[src/rtl/mcnc_sync_counter_pkg.sv]
// Shared types and helpers for the mcnc_sync_counter slice.
// Optional feature macro: MCNC_CNT_SATURATE_EN (saturate at terminal count).
package mcnc_cnt_pkg;

    typedef enum logic {
        CNT_UP   = 1'b0,
        CNT_DOWN = 1'b1
    } dir_e;

    // Terminal count for a given direction: top of range going up, zero going down.
    function automatic int unsigned tc_val(input dir_e dir, input int unsigned modulus);
        return (dir == CNT_UP) ? (modulus - 1) : 0;
    endfunction

endpackage

[src/rtl/mcnc_sync_counter_if.sv]
// Control/status bundle for mcnc_sync_counter.
// master drives the controls and observes the count; slave is the counter.
interface mcnc_sync_counter_if #(
    parameter int unsigned WIDTH = 4
);
    logic             clr_i;
    logic             load_i;
    logic [WIDTH-1:0] load_data_i;
    logic             enp_i;
    logic             ent_i;
    logic             dir_i;
    logic [WIDTH-1:0] q_o;
    logic             rco_o;
    logic             wrap_o;

    modport master (
        output clr_i, load_i, load_data_i, enp_i, ent_i, dir_i,
        input  q_o, rco_o, wrap_o
    );

    modport slave (
        input  clr_i, load_i, load_data_i, enp_i, ent_i, dir_i,
        output q_o, rco_o, wrap_o
    );
endinterface

[src/rtl/mcnc_sync_counter_next.sv]
// Combinational next-state and terminal-count logic for mcnc_sync_counter.
// Optional feature macro: MCNC_CNT_SATURATE_EN (hold at terminal count).
module mcnc_cnt_next
    import mcnc_cnt_pkg::*;
#(
    parameter int unsigned WIDTH   = 4,
    parameter int unsigned MODULUS = 2 ** WIDTH
) (
    input  logic [WIDTH-1:0] q,
    input  dir_e             dir,
    input  logic             enp,
    input  logic             ent,
    input  logic             clr,
    input  logic             load,
    input  logic [WIDTH-1:0] data,
    output logic [WIDTH-1:0] next_q,
    output logic             wrap_next,
    output logic             tc
);

    // Compares are done one bit wider so MODULUS == 2**WIDTH is representable.
    localparam logic [WIDTH:0]   MOD_W = (WIDTH + 1)'(MODULUS);
    localparam logic [WIDTH:0]   ONE_W = (WIDTH + 1)'(1);
    localparam logic [WIDTH-1:0] MAX_Q = WIDTH'(MODULUS - 1);

    logic [WIDTH:0] q_ext;
    logic [WIDTH:0] data_ext;
    logic [WIDTH:0] tc_w;

    // Priority clear > load > count > hold; wrap flagged only for a counted wrap.
    always_comb begin
        q_ext     = {1'b0, q};
        data_ext  = {1'b0, data};
        tc_w      = (WIDTH + 1)'(tc_val(dir, MODULUS));
        tc        = (q_ext == tc_w);
        next_q    = q;
        wrap_next = 1'b0;

        if (clr) begin
            next_q = '0;
        end else if (load) begin
            next_q = (data_ext < MOD_W) ? data : MAX_Q;
        end else if (enp && ent) begin
            if (tc) begin
`ifdef MCNC_CNT_SATURATE_EN
                next_q = q;
`else
                next_q    = (dir == CNT_UP) ? '0 : MAX_Q;
                wrap_next = 1'b1;
`endif
            end else if (dir == CNT_UP) begin
                next_q = WIDTH'(q_ext + ONE_W);
            end else begin
                next_q = WIDTH'(q_ext - ONE_W);
            end
        end
    end

endmodule

[src/rtl/mcnc_sync_counter.sv]
// Parametrised synchronous load/count counter with cascadable ripple carry.
// Optional feature macro: MCNC_CNT_SATURATE_EN (saturate instead of wrap).
module mcnc_sync_counter
    import mcnc_cnt_pkg::*;
#(
    parameter int unsigned WIDTH     = 4,
    parameter int unsigned MODULUS   = 2 ** WIDTH,
    parameter int unsigned RESET_VAL = 0
) (
    input  logic                clk,
    input  logic                rst_n,
    mcnc_sync_counter_if.slave  bus
);

    localparam logic [WIDTH-1:0] RST_Q = WIDTH'(RESET_VAL);

    logic [WIDTH-1:0] q_r;
    logic             wrap_r;
    logic [WIDTH-1:0] next_q;
    logic             wrap_next;
    logic             tc;
    dir_e             dir;

    assign dir = dir_e'(bus.dir_i);

    mcnc_cnt_next #(
        .WIDTH   (WIDTH),
        .MODULUS (MODULUS)
    ) u_next (
        .q         (q_r),
        .dir       (dir),
        .enp       (bus.enp_i),
        .ent       (bus.ent_i),
        .clr       (bus.clr_i),
        .load      (bus.load_i),
        .data      (bus.load_data_i),
        .next_q    (next_q),
        .wrap_next (wrap_next),
        .tc        (tc)
    );

    // Count and wrap-pulse registers; reset aborts any pending wrap.
    always_ff @(posedge clk or negedge rst_n) begin
        if (!rst_n) begin
            q_r    <= RST_Q;
            wrap_r <= 1'b0;
        end else begin
            q_r    <= next_q;
            wrap_r <= wrap_next;
        end
    end

    assign bus.q_o    = q_r;
    assign bus.wrap_o = wrap_r;
    assign bus.rco_o  = bus.ent_i & tc;

endmodule

[src/flat_wrapper.sv]
// flat-port wrapper written by rule: the top's interface ports become plain ports
module mcnc_sync_counter_flat import mcnc_cnt_pkg::*;
#(
    parameter int unsigned WIDTH     = 4,
    parameter int unsigned MODULUS   = 2 ** WIDTH,
    parameter int unsigned RESET_VAL = 0
)
  (clk, rst_n, bus_clr_i, bus_load_i, bus_load_data_i, bus_enp_i, bus_ent_i, bus_dir_i, bus_q_o, bus_rco_o, bus_wrap_o);
  mcnc_sync_counter_if #(.WIDTH(WIDTH)) bus_i ();
  input  logic clk;
  input  logic rst_n;
  input wire logic [$bits(bus_i.clr_i)-1:0] bus_clr_i;
  input wire logic [$bits(bus_i.load_i)-1:0] bus_load_i;
  input wire logic [$bits(bus_i.load_data_i)-1:0] bus_load_data_i;
  input wire logic [$bits(bus_i.enp_i)-1:0] bus_enp_i;
  input wire logic [$bits(bus_i.ent_i)-1:0] bus_ent_i;
  input wire logic [$bits(bus_i.dir_i)-1:0] bus_dir_i;
  output wire logic [$bits(bus_i.q_o)-1:0] bus_q_o;
  output wire logic [$bits(bus_i.rco_o)-1:0] bus_rco_o;
  output wire logic [$bits(bus_i.wrap_o)-1:0] bus_wrap_o;
  assign bus_i.clr_i = bus_clr_i;
  assign bus_i.load_i = bus_load_i;
  assign bus_i.load_data_i = bus_load_data_i;
  assign bus_i.enp_i = bus_enp_i;
  assign bus_i.ent_i = bus_ent_i;
  assign bus_i.dir_i = bus_dir_i;
  assign bus_q_o = bus_i.q_o;
  assign bus_rco_o = bus_i.rco_o;
  assign bus_wrap_o = bus_i.wrap_o;
  mcnc_sync_counter #(.WIDTH(WIDTH), .MODULUS(MODULUS), .RESET_VAL(RESET_VAL)) u_core (.clk(clk), .rst_n(rst_n), .bus(bus_i));
endmodule
[config.mk]
export PLATFORM = sky130hd
export DESIGN_NAME = mcnc_sync_counter_flat
export DESIGN_NICKNAME = d
export VERILOG_FILES = /design/src/rtl/mcnc_sync_counter_pkg.sv /design/src/rtl/mcnc_sync_counter_if.sv /design/src/rtl/mcnc_sync_counter_next.sv /design/src/rtl/mcnc_sync_counter.sv /design/src/flat_wrapper.sv
export SDC_FILE = /design/constraint.sdc
export NUM_CORES = 1
export LEC_CHECK = 0
export BUFFER_PORTS_ARGS = -buffer_cell sky130_fd_sc_hd__buf_2
export CAP_MARGIN = 20
export CORE_AREA = 2 2 39 41
export CTS_CLUSTER_SIZE = 10
export DETAILED_ROUTE_END_ITERATION = 10
export DIE_AREA = 0 0 41 43
export GPL_ROUTABILITY_DRIVEN = 0
export PLACE_DENSITY_LB_ADDON = 0.08
export SYNTH_ARGS = -nofsm -noshare
export SYNTH_HDL_FRONTEND = slang
export SYNTH_SLANG_ARGS = --single-unit
[constraint.sdc]
create_clock -name clk -period 4.8 [get_ports clk]
set_input_delay 0.72 -clock clk [delete_from_list [all_inputs] [get_ports clk]]
set_output_delay 0.72 -clock clk [all_outputs]
set_load 0.01 [all_outputs]
==> impl_metrics.json, run 1 <==
{
  "grt_max_degree": 11,
  "placementRows": 14,
  "setup_slack_ns": 2.40,
  "synth_compound_area_share_pct": 25.4,
  "synth.avg_cell_area_um2": 8.45,
  "seq_area_frac_synth_pct": 28.5,
  "yosys_warnings": 0,
  "finalSetupViolations": 0,
  "worstReg2RegStart": "u_core.bus.q_o[0]",
  "crit_type": "input port to output port",
  "grt_overflow_total": 0,
  "grt_pass1_vias": 392,
  "area_growth_pct": 26.8,
  "timing.rr.end": "u_core.bus.q_o[2]",
  "cts_resized": 0,
  "cellLeakagePower_nw": 0.272,
  "max-clock-path-buffers": 2,
  "startpoint": "bus_dir_i",
  "cts_buffers": 3,
  "synth_area_leaders": "dfrtp_1 (28%), a21oi_1 (10%), ha_1 (5.7%), fa_1 (4.6%), inv_1 (4.3%)",
  "syn_area_um2": 439,
  "fin_crit_ns": 2.40,
  "hpwlAfterDp_um": 815,
  "firstDrtPassIters": 4,
  "io_buffers": 16,
  "finClkSkew_ns": 0.000125,
  "yosys.area_share.adder_pct": 10.3,
  "startpoint_type": "input port",
  "wire_per_inst_um": 11.5,
  "drv_cap": 0,
  "dpl.cell_count": 82,
  "cts-hold-fix-buffers": 0,
  "die_x_um": 41,
  "start_util_pct": 31.7,
  "end_kind": "output port",
  "period_share_pct": 50.0,
  "p_per_area_nw_per_um2": 249,
  "synth_fp_nets": 66,
  "hold_viol_final": 0,
  "ys_seq_elements": 5,
  "worstSkewPairLatency_ns": 0.24,
  "synth_top_family_by_area": "compound AO/OA/AOI/OAI gates",
  "preCtsSetupSlack_ns": 2.40,
  "core_area_um2": 1380,
  "drv_slew": 0,
  "grt_pass1_wl_mm": 1.64,
  "synth.top_cells.by_count": "a21oi_1 (9), dfrtp_1 (5), inv_1 (5)",
  "antenna_left": 0,
  "hold_class": "input port to async pin",
  "fin_util_pct": 40.2,
  "drt_iter0_markers": 8,
  "synthSimpleGateAreaFrac_pct": 23.4,
  "status": "completed",
  "path_cells": "buf_2 -> ha_1 -> nand2_1 -> nor3b_1 -> buf_2",
  "clk_pin_slew_ns": 0.04,
  "worst_pin_slew_ns": 0.363,
  "worstPathMaxFanout": 9,
  "dieArea_um2": 1760,
  "synth.distinct_cells": 29,
  "drt_wl_total_um": 993,
  "ios": 17,
  "slew_headroom_pct": 75.5,
  "numClockSinks": 5,
  "grt.total_usage_pct": 14.3,
  "yosys.area.top_type": "dfrtp_1",
  "cts_max_level": 1,
  "rsz0062_at_grt": "no",
  "final_nets": 85,
  "stdcell_count": 86,
  "detail_route.vias_per_cell": 5.19,
  "synthMuxAreaShare_pct": 2.28,
  "slowest_stage": "ha_1",
  "power_uw": 138,
  "synth-main-ff-cell": "dfrtp_1",
  "cts_setup_buffers": 0,
  "antenna_found_initial": 0,
  "ir_drop_mv": 0.118,
  "synth.most_common_cell": "a21oi_1",
  "yosys.area.top_type_share_pct": 28.5,
  "synth_edf_count": 0,
  "synth_cells": 52,
  "cp.required_ns": 4.08,
  "max_freq_mhz": 417,
  "cts_tree": "yes",
  "worst_r2r_path_depth": 4,
  "endpoint": "bus_rco_o",
  "cp_slowest_stage_delay_ns": 0.37,
  "setup_tns_ns": 0,
  "reg2reg_slack_ns": 2.99,
  "synthArstFlopShare_pct": 100,
  "yosys.area_share.xor_xnor_pct": 3.99,
  "worstPathArrival_ns": 1.68,
  "drc": 0,
  "fillers": 152,
  "cts_root_buffer": "clkbuf_4",
  "die_h_um": 43,
  "antenna_cells": 0,
  "drive_gt1_share_pct": 30.0,
  "crit_path_frequent_cell": "buf_2",
  "vias": 446
}
area by class of cell:
type / instances / area (um2) / area share [%]
multi-input cells: 40 / 287 / 51.5
well taps: 16 / 20.0 / 3.60
flip-flops and latches: 5 / 125 / 22.5
inverters: 5 / 18.8 / 3.37
repair buffers: 16 / 80.1 / 14.4
clock buffers: 4 / 26.3 / 4.72
cells in the final DEF, fill, tap and decap left out, types with 2 or more instances in the layout:
master,n
a21oi_1,9
buf_2,16
clkbuf_4,3
dfrtp_1,5
ha_1,2
inv_1,5
nand2_1,4
nand3b_1,2
nor3_1,2
nor3b_1,2
registers in the layout, indices dropped and copies added, names as in the netlist:
register / count
u_core.bus.q_o: 4
u_core.bus.wrap_o: 1
per-layer routing:
metal  wire [um]  GRT usage (%)  vias up
met5           0              0        -
met4          10           12.0        0
met3          30           3.14        2
met2         491           20.0        7
met1         461           17.6      208
li1            -              -      229
cell families (layout without fill, tap and decap cells):
group / Yosys count / after routing
buf+inv: 7 / 25
compound gates: 17 / 17
simple gates: 17 / 17
flops: 5 / 5
mux: 1 / 1
fa+ha+maj: 3 / 3
xor+xnor: 2 / 2
through the flow:
| step | instance area [um2] | hold slack, ns |
|---|---|---|
| after floorplan | 439 | 0.424 |
| after global routing | 557 | 0.270 |
| after CTS | 557 | 0.283 |
| after global placement | 531 | 0.540 |
| after detailed placement | 531 | 0.539 |
| final | 557 | 0.286 |
worst min path at each step:
stage,startpoint,end,slack (ns),cells after the start
final,rst_n,u_core.bus.q_o[3],0.29,1
after global routing,rst_n,u_core.bus.q_o[3],0.27,1
after CTS,rst_n,u_core.bus.q_o[3],0.28,1
after detailed placement,rst_n,u_core.bus.q_o[3],0.54,1
after global placement,rst_n,u_core.bus.q_o[3],0.54,1
after floorplan,rst_n,u_core.bus.q_o[0],0.42,0
worst max-delay path, delay by kind of cell:
| kind | cells | cell delay [ns] |
|---|---|---|
| adders and majority gates | 1 | 0.37 |
| buffers and inverters | 2 | 0.30 |
| and+or+nand+nor | 2 | 0.28 |
power breakdown:
part | leakage (nW) | total (mW) | switching [mW] | internal [mW]
clock | 0.0150 | 0.0469 | 0.0156 | 0.0313
sequential | 0.0664 | 0.0495 | 0.00455 | 0.0450
combinational | 0.191 | 0.0420 | 0.0229 | 0.0190
(Power assumes the default switching activity.)
==> run 2, diff against run 1 <==
ABC_AREA = 1   (was not set)
clock period = 1.9 ns   (was 4.8 ns; I/O delays follow)
==> impl_metrics.json, run 2 <==
{
  "status": "completed",
  "antenna_found_initial": 0,
  "fin_crit_ns": 1.74,
  "grt_pass1_vias": 408,
  "die_h_um": 43,
  "worstReg2RegStart": "u_core.bus.q_o[2]",
  "cts_root_buffer": "clkbuf_4",
  "clk_pin_slew_ns": 0.05,
  "synth_fp_nets": 76,
  "synth.distinct_cells": 19,
  "synth.most_common_cell": "nand2_1",
  "drv_slew": 0,
  "slew_headroom_pct": 76.0,
  "yosys.area.top_type": "dfrtp_1",
  "whs_path_depth": 2,
  "cts_tree": "yes",
  "core_area_um2": 1380,
  "cts_setup_buffers": 0,
  "seqPwrFrac_pct": 32.2,
  "drive_gt1_share_pct": 38.6,
  "detail_route.vias_per_cell": 4.56,
  "yosys_warnings": 0,
  "synth.avg_cell_area_um2": 6.94,
  "numClockSinks": 5,
  "finClkSkew_ns": 0.0132,
  "crit_type": "flip-flop to output port",
  "ios": 17,
  "hold_end": "u_core.bus.wrap_o",
  "hold_class": "input port to flip-flop",
  "ys_seq_elements": 5,
  "synth.top_cells.by_count": "nand2_1 (16), inv_2 (6), dfrtp_1 (5), inv_1 (5), nand3_1 (5)",
  "grt_overflow_total": 0,
  "synthMuxAreaShare_pct": 0,
  "io_buffers": 16,
  "vias": 451,
  "placementRows": 14,
  "seq_area_frac_synth_pct": 29.1,
  "min-delay-start": "bus_clr_i",
  "final_nets": 98,
  "drc": 0,
  "p_per_area_nw_per_um2": 716,
  "synth_area_leaders": "dfrtp_1 (29%), nand2_1 (14%), ha_1 (5.8%), nand3_1 (5.8%), inv_2 (5.2%)",
  "drt_iter0_markers": 9,
  "synth-main-ff-cell": "dfrtp_1",
  "drv_cap": 0,
  "max_freq_mhz": 575,
  "synth_top_family_by_area": "simple AND/OR/NAND/NOR gates",
  "cellLeakagePower_nw": 0.338,
  "antenna_cells": 0,
  "power.internal_uw": 258,
  "yosys.area_share.xor_xnor_pct": 2.03,
  "end_kind": "output port",
  "synth_compound_area_share_pct": 11.0,
  "dieArea_um2": 1760,
  "drt_wl_total_mm": 1.01,
  "worstPathArrival_ns": 1.45,
  "startpoint_type": "flip-flop",
  "finalSetupViolations": 0,
  "stdcell_count": 99,
  "setup_slack_ns": 0.161,
  "switching_share_pct": 36.5,
  "die_x_um": 41,
  "synthArstFlopShare_pct": 100,
  "firstDrtPassIters": 4,
  "preCtsSetupSlack_ns": 0.377,
  "timing.rr.end": "u_core.bus.q_o[3]",
  "period_share_pct": 91.6,
  "synthSimpleGateAreaFrac_pct": 36.9,
  "setup_tns_ns": 0,
  "p_clk_share_pct": 31.4,
  "worst_r2r_path_depth": 9,
  "grt_pass1_wl_mm": 1.66,
  "wire_per_inst_um": 10.2,
  "dpl.cell_count": 94,
  "ir_drop_mv": 0.495,
  "reg2reg_slack_ns": 0.39,
  "cts_buffers": 3,
  "grt.total_usage_pct": 14.0,
  "antenna_left": 0,
  "cts_max_level": 1,
  "hold_viol_final": 0,
  "worstSkewPairLatency_ns": 0.25,
  "synth_edf_count": 0,
  "final_cell_mix": "nand2_1 (16), buf_2 (16), inv_2 (6)",
  "yosys.area_share.adder_pct": 10.5,
  "cp.required_ns": 1.62,
  "synth_cells": 62,
  "worst_pin_slew_ns": 0.357,
  "max-clock-path-buffers": 2,
  "power_uw": 406,
  "syn_area_um2": 430,
  "rsz0062_at_grt": "no",
  "yosys.area.top_type_share_pct": 29.1,
  "p_switching_uw": 148,
  "p_comb_share_pct": 36.4,
  "hpwlAfterDp_um": 866,
  "start_util_pct": 31.1,
  "largest_register_ffs": 4,
  "area_growth_pct": 31.7,
  "worstPathMaxFanout": 4,
  "grt_max_degree": 7
}
-- run 2: timing repair --
action	4_1_cts	5_1_grt
hold buffers	1	0
gates resized for setup	0	0
hold endpoints to repair	5	0
-- run 2: final cells by class --
| cell class | instances | area [um2] |
|---|---|---|
| well taps | 16 | 20.0 |
| multi-input cells | 45 | 260 |
| repair buffers | 17 | 90.1 |
| fillers | 162 | 817 |
| flip-flops and latches | 5 | 125 |
| clock buffers | 4 | 26.3 |
| inverters | 12 | 45.0 |
-- run 2: routing by layer --
layer	up-vias	track usage, %	part of all wire, %
met5	-	0	0
met4	0	2.00	0
met3	0	6.28	7.9
met2	18	20.0	47
met1	192	19.5	45
li1	241	-	-
-- run 2: through the flow --
stage	hold WS (ns)	cell area (um2)	util, %
6_report	0.269	567	41.0
5_1_grt	0.275	567	41.0
2_1_floorplan	-0.0106	430	-
4_1_cts	0.264	567	41.0
3_3_place_gp	0.103	531	38.3
3_5_place_dp	0.103	531	38.3
-- run 2: kinds of logic after synthesis --
logic type                 count (synthesis)
xor gates and xnor gates                   1
and+or+nand+nor                           32
buffers and inverters                     12
adders and majority gates                  3
DFF                                        5
AOI/OAI and AO/OA                          9
-- run 2: worst max-delay path by stage --
stage | from | to | slack, ns | depth (start not counted)
3_3_place_gp | bus_dir_i | u_core.bus.q_o[3] | 0.36 | 10
3_5_place_dp | bus_dir_i | u_core.bus.q_o[3] | 0.38 | 10
5_1_grt | u_core.bus.q_o[2] | bus_rco_o | 0.04 | 6
2_1_floorplan | u_core.bus.q_o[0] | u_core.bus.q_o[2] | 0.46 | 6
6_report | u_core.bus.q_o[2] | bus_rco_o | 0.16 | 6
4_1_cts | u_core.bus.q_o[2] | bus_rco_o | 0.14 | 6
-- run 2: critical path, cell delays in order (launching register included) --
cell and delay, ns:
dfrtp_1 0.40, ha_1 0.36, nand2_1 0.08, inv_2 0.09
nand2_4 0.06, nor2_1 0.07, buf_2 0.13
-- run 2: power groups by stage --
stage,Sequential (mW),Combinational (mW),Clock (mW)
after floorplan,0.135,0.0972,0
final,0.131,0.148,0.127
after global routing,0.132,0.169,0.138
after CTS,0.130,0.151,0.132
after detailed placement,0.132,0.149,0
after global placement,0.132,0.150,0
==> run 3, diff against run 2 <==
PLACE_DENSITY = 0.6   (was not set)
PLACE_DENSITY_LB_ADDON = not set   (was 0.08)
==> impl_metrics.json, run 3 (same netlist as run 2, synthesis figures left out) <==
{
  "io_buffers": 16,
  "drv_cap": 0,
  "antenna_cells": 0,
  "cts_max_level": 1,
  "worst_pin_slew_ns": 0.326,
  "core_area_um2": 1380,
  "cts_setup_buffers": 0,
  "fin_crit_ns": 1.74,
  "rsz0062_at_grt": "no",
  "hpwlAfterDp_um": 804,
  "cellLeakagePower_nw": 0.338,
  "cts-hold-fix-buffers": 1,
  "cp.required_ns": 1.62,
  "final_cell_mix": "nand2_1 (16), buf_2 (16), inv_2 (6)",
  "wire_per_inst_um": 9.86,
  "startpoint_type": "flip-flop",
  "end_kind": "output port",
  "drc": 0,
  "worstPathMaxFanout": 4,
  "preCtsSetupSlack_ns": 0.385,
  "grt_overflow_total": 0,
  "whs_path_depth": 2,
  "cts_buffers": 3,
  "grt_pass1_vias": 383,
  "grt.total_usage_pct": 13.2,
  "numClockSinks": 5,
  "clk_pin_slew_ns": 0.05,
  "finClkSkew_ns": 0.00361,
  "hold_end": "u_core.bus.wrap_o",
  "dieArea_um2": 1760,
  "hold_viol_final": 0,
  "crit_type": "flip-flop to output port",
  "fillers": 151,
  "start_util_pct": 31.1,
  "placementRows": 14,
  "slew_headroom_pct": 78.1,
  "grt_pass1_wl_mm": 1.55,
  "grt_max_degree": 7,
  "worstPathArrival_ns": 1.46,
  "timing.rr.end": "u_core.bus.q_o[3]",
  "ir_drop_mv": 0.391,
  "drive_gt1_share_pct": 38.6,
  "period_share_pct": 91.7,
  "largest_register_ffs": 4,
  "vias": 456,
  "worstSkewPairLatency_ns": 0.24,
  "cts_resized": 0,
  "power_uw": 406,
  "drv_slew": 0,
  "antenna_found_initial": 0,
  "firstDrtPassIters": 4,
  "max_freq_mhz": 574,
  "hold_class": "input port to flip-flop",
  "area_growth_pct": 31.7,
  "min-delay-start": "bus_clr_i",
  "setup_tns_ns": 0,
  "final_nets": 98,
  "fin_util_pct": 41.0,
  "setup_slack_ns": 0.158,
  "die_x_um": 41,
  "ios": 17,
  "p_per_area_nw_per_um2": 716,
  "worst_r2r_path_depth": 9,
  "die_h_um": 43,
  "detail_route.vias_per_cell": 4.61,
  "max-clock-path-buffers": 2,
  "worstReg2RegStart": "u_core.bus.q_o[2]",
  "cts_tree": "yes",
  "reg2reg_slack_ns": 0.40,
  "whs_ns": 0.254,
  "antenna_left": 0,
  "drt_wl_total_um": 976,
  "status": "completed",
  "finalSetupViolations": 0,
  "drt_iter0_markers": 7,
  "cts_root_buffer": "clkbuf_4"
}
## run 3: cell counts in the layout (fill, tap and decap cells not counted)
Identical to the previous run, type by type.
## run 3: area by class of cell
cell class,instances,area [um2],area share [%]
Inverter,12,45.0,7.95
Timing Repair Buffer,17,90.1,15.9
Clock buffer,4,26.3,4.64
Tap cell,16,20.0,3.53
Sequential cell,5,125,22.1
Multi-Input combinational cell,45,260,45.9
## run 3: stage by stage
step / instance area, um2 / std cells
2_1_floorplan: 430 / 62
3_3_place_gp: 531 / 94
3_5_place_dp: 531 / 94
4_1_cts: 567 / 99
5_1_grt: 567 / 99
6_report: 567 / 99
## run 3: worst max-delay path by stage
stage	from	slack, ns	to	depth (start not counted)
after global placement	bus_dir_i	0.39	u_core.bus.q_o[3]	10
final	u_core.bus.q_o[2]	0.16	bus_rco_o	6
after CTS	u_core.bus.q_o[2]	0.15	bus_rco_o	6
after floorplan	u_core.bus.q_o[0]	0.46	u_core.bus.q_o[2]	6
after global routing	u_core.bus.q_o[2]	0.03	bus_rco_o	6
after detailed placement	bus_dir_i	0.39	u_core.bus.q_o[3]	10
## run 3: power breakdown
part	leakage (nW)	switching [mW]	internal, mW	total (mW)
Combinational	0.258	0.0878	0.0600	0.148
Clock	0.0150	0.0481	0.0797	0.128
Sequential	0.0650	0.0125	0.118	0.130
Total	0.338	0.148	0.257	0.406
## run 3: worst max-delay path, cell delays in order, from the launching register on
cell and delay (ns):
dfrtp_1 0.40, ha_1 0.37, nand2_1 0.09, inv_2 0.10, nand2_4 0.06, nor2_1 0.07, buf_2 0.13
## run 3: routing by layer
metal	vias up	wire length [um]	track usage, %
li1	242	-	-
met1	203	467	17.8
met2	11	459	18.4
met3	0	49	6.28
met4	0	0	4.00
met5	-	0	0
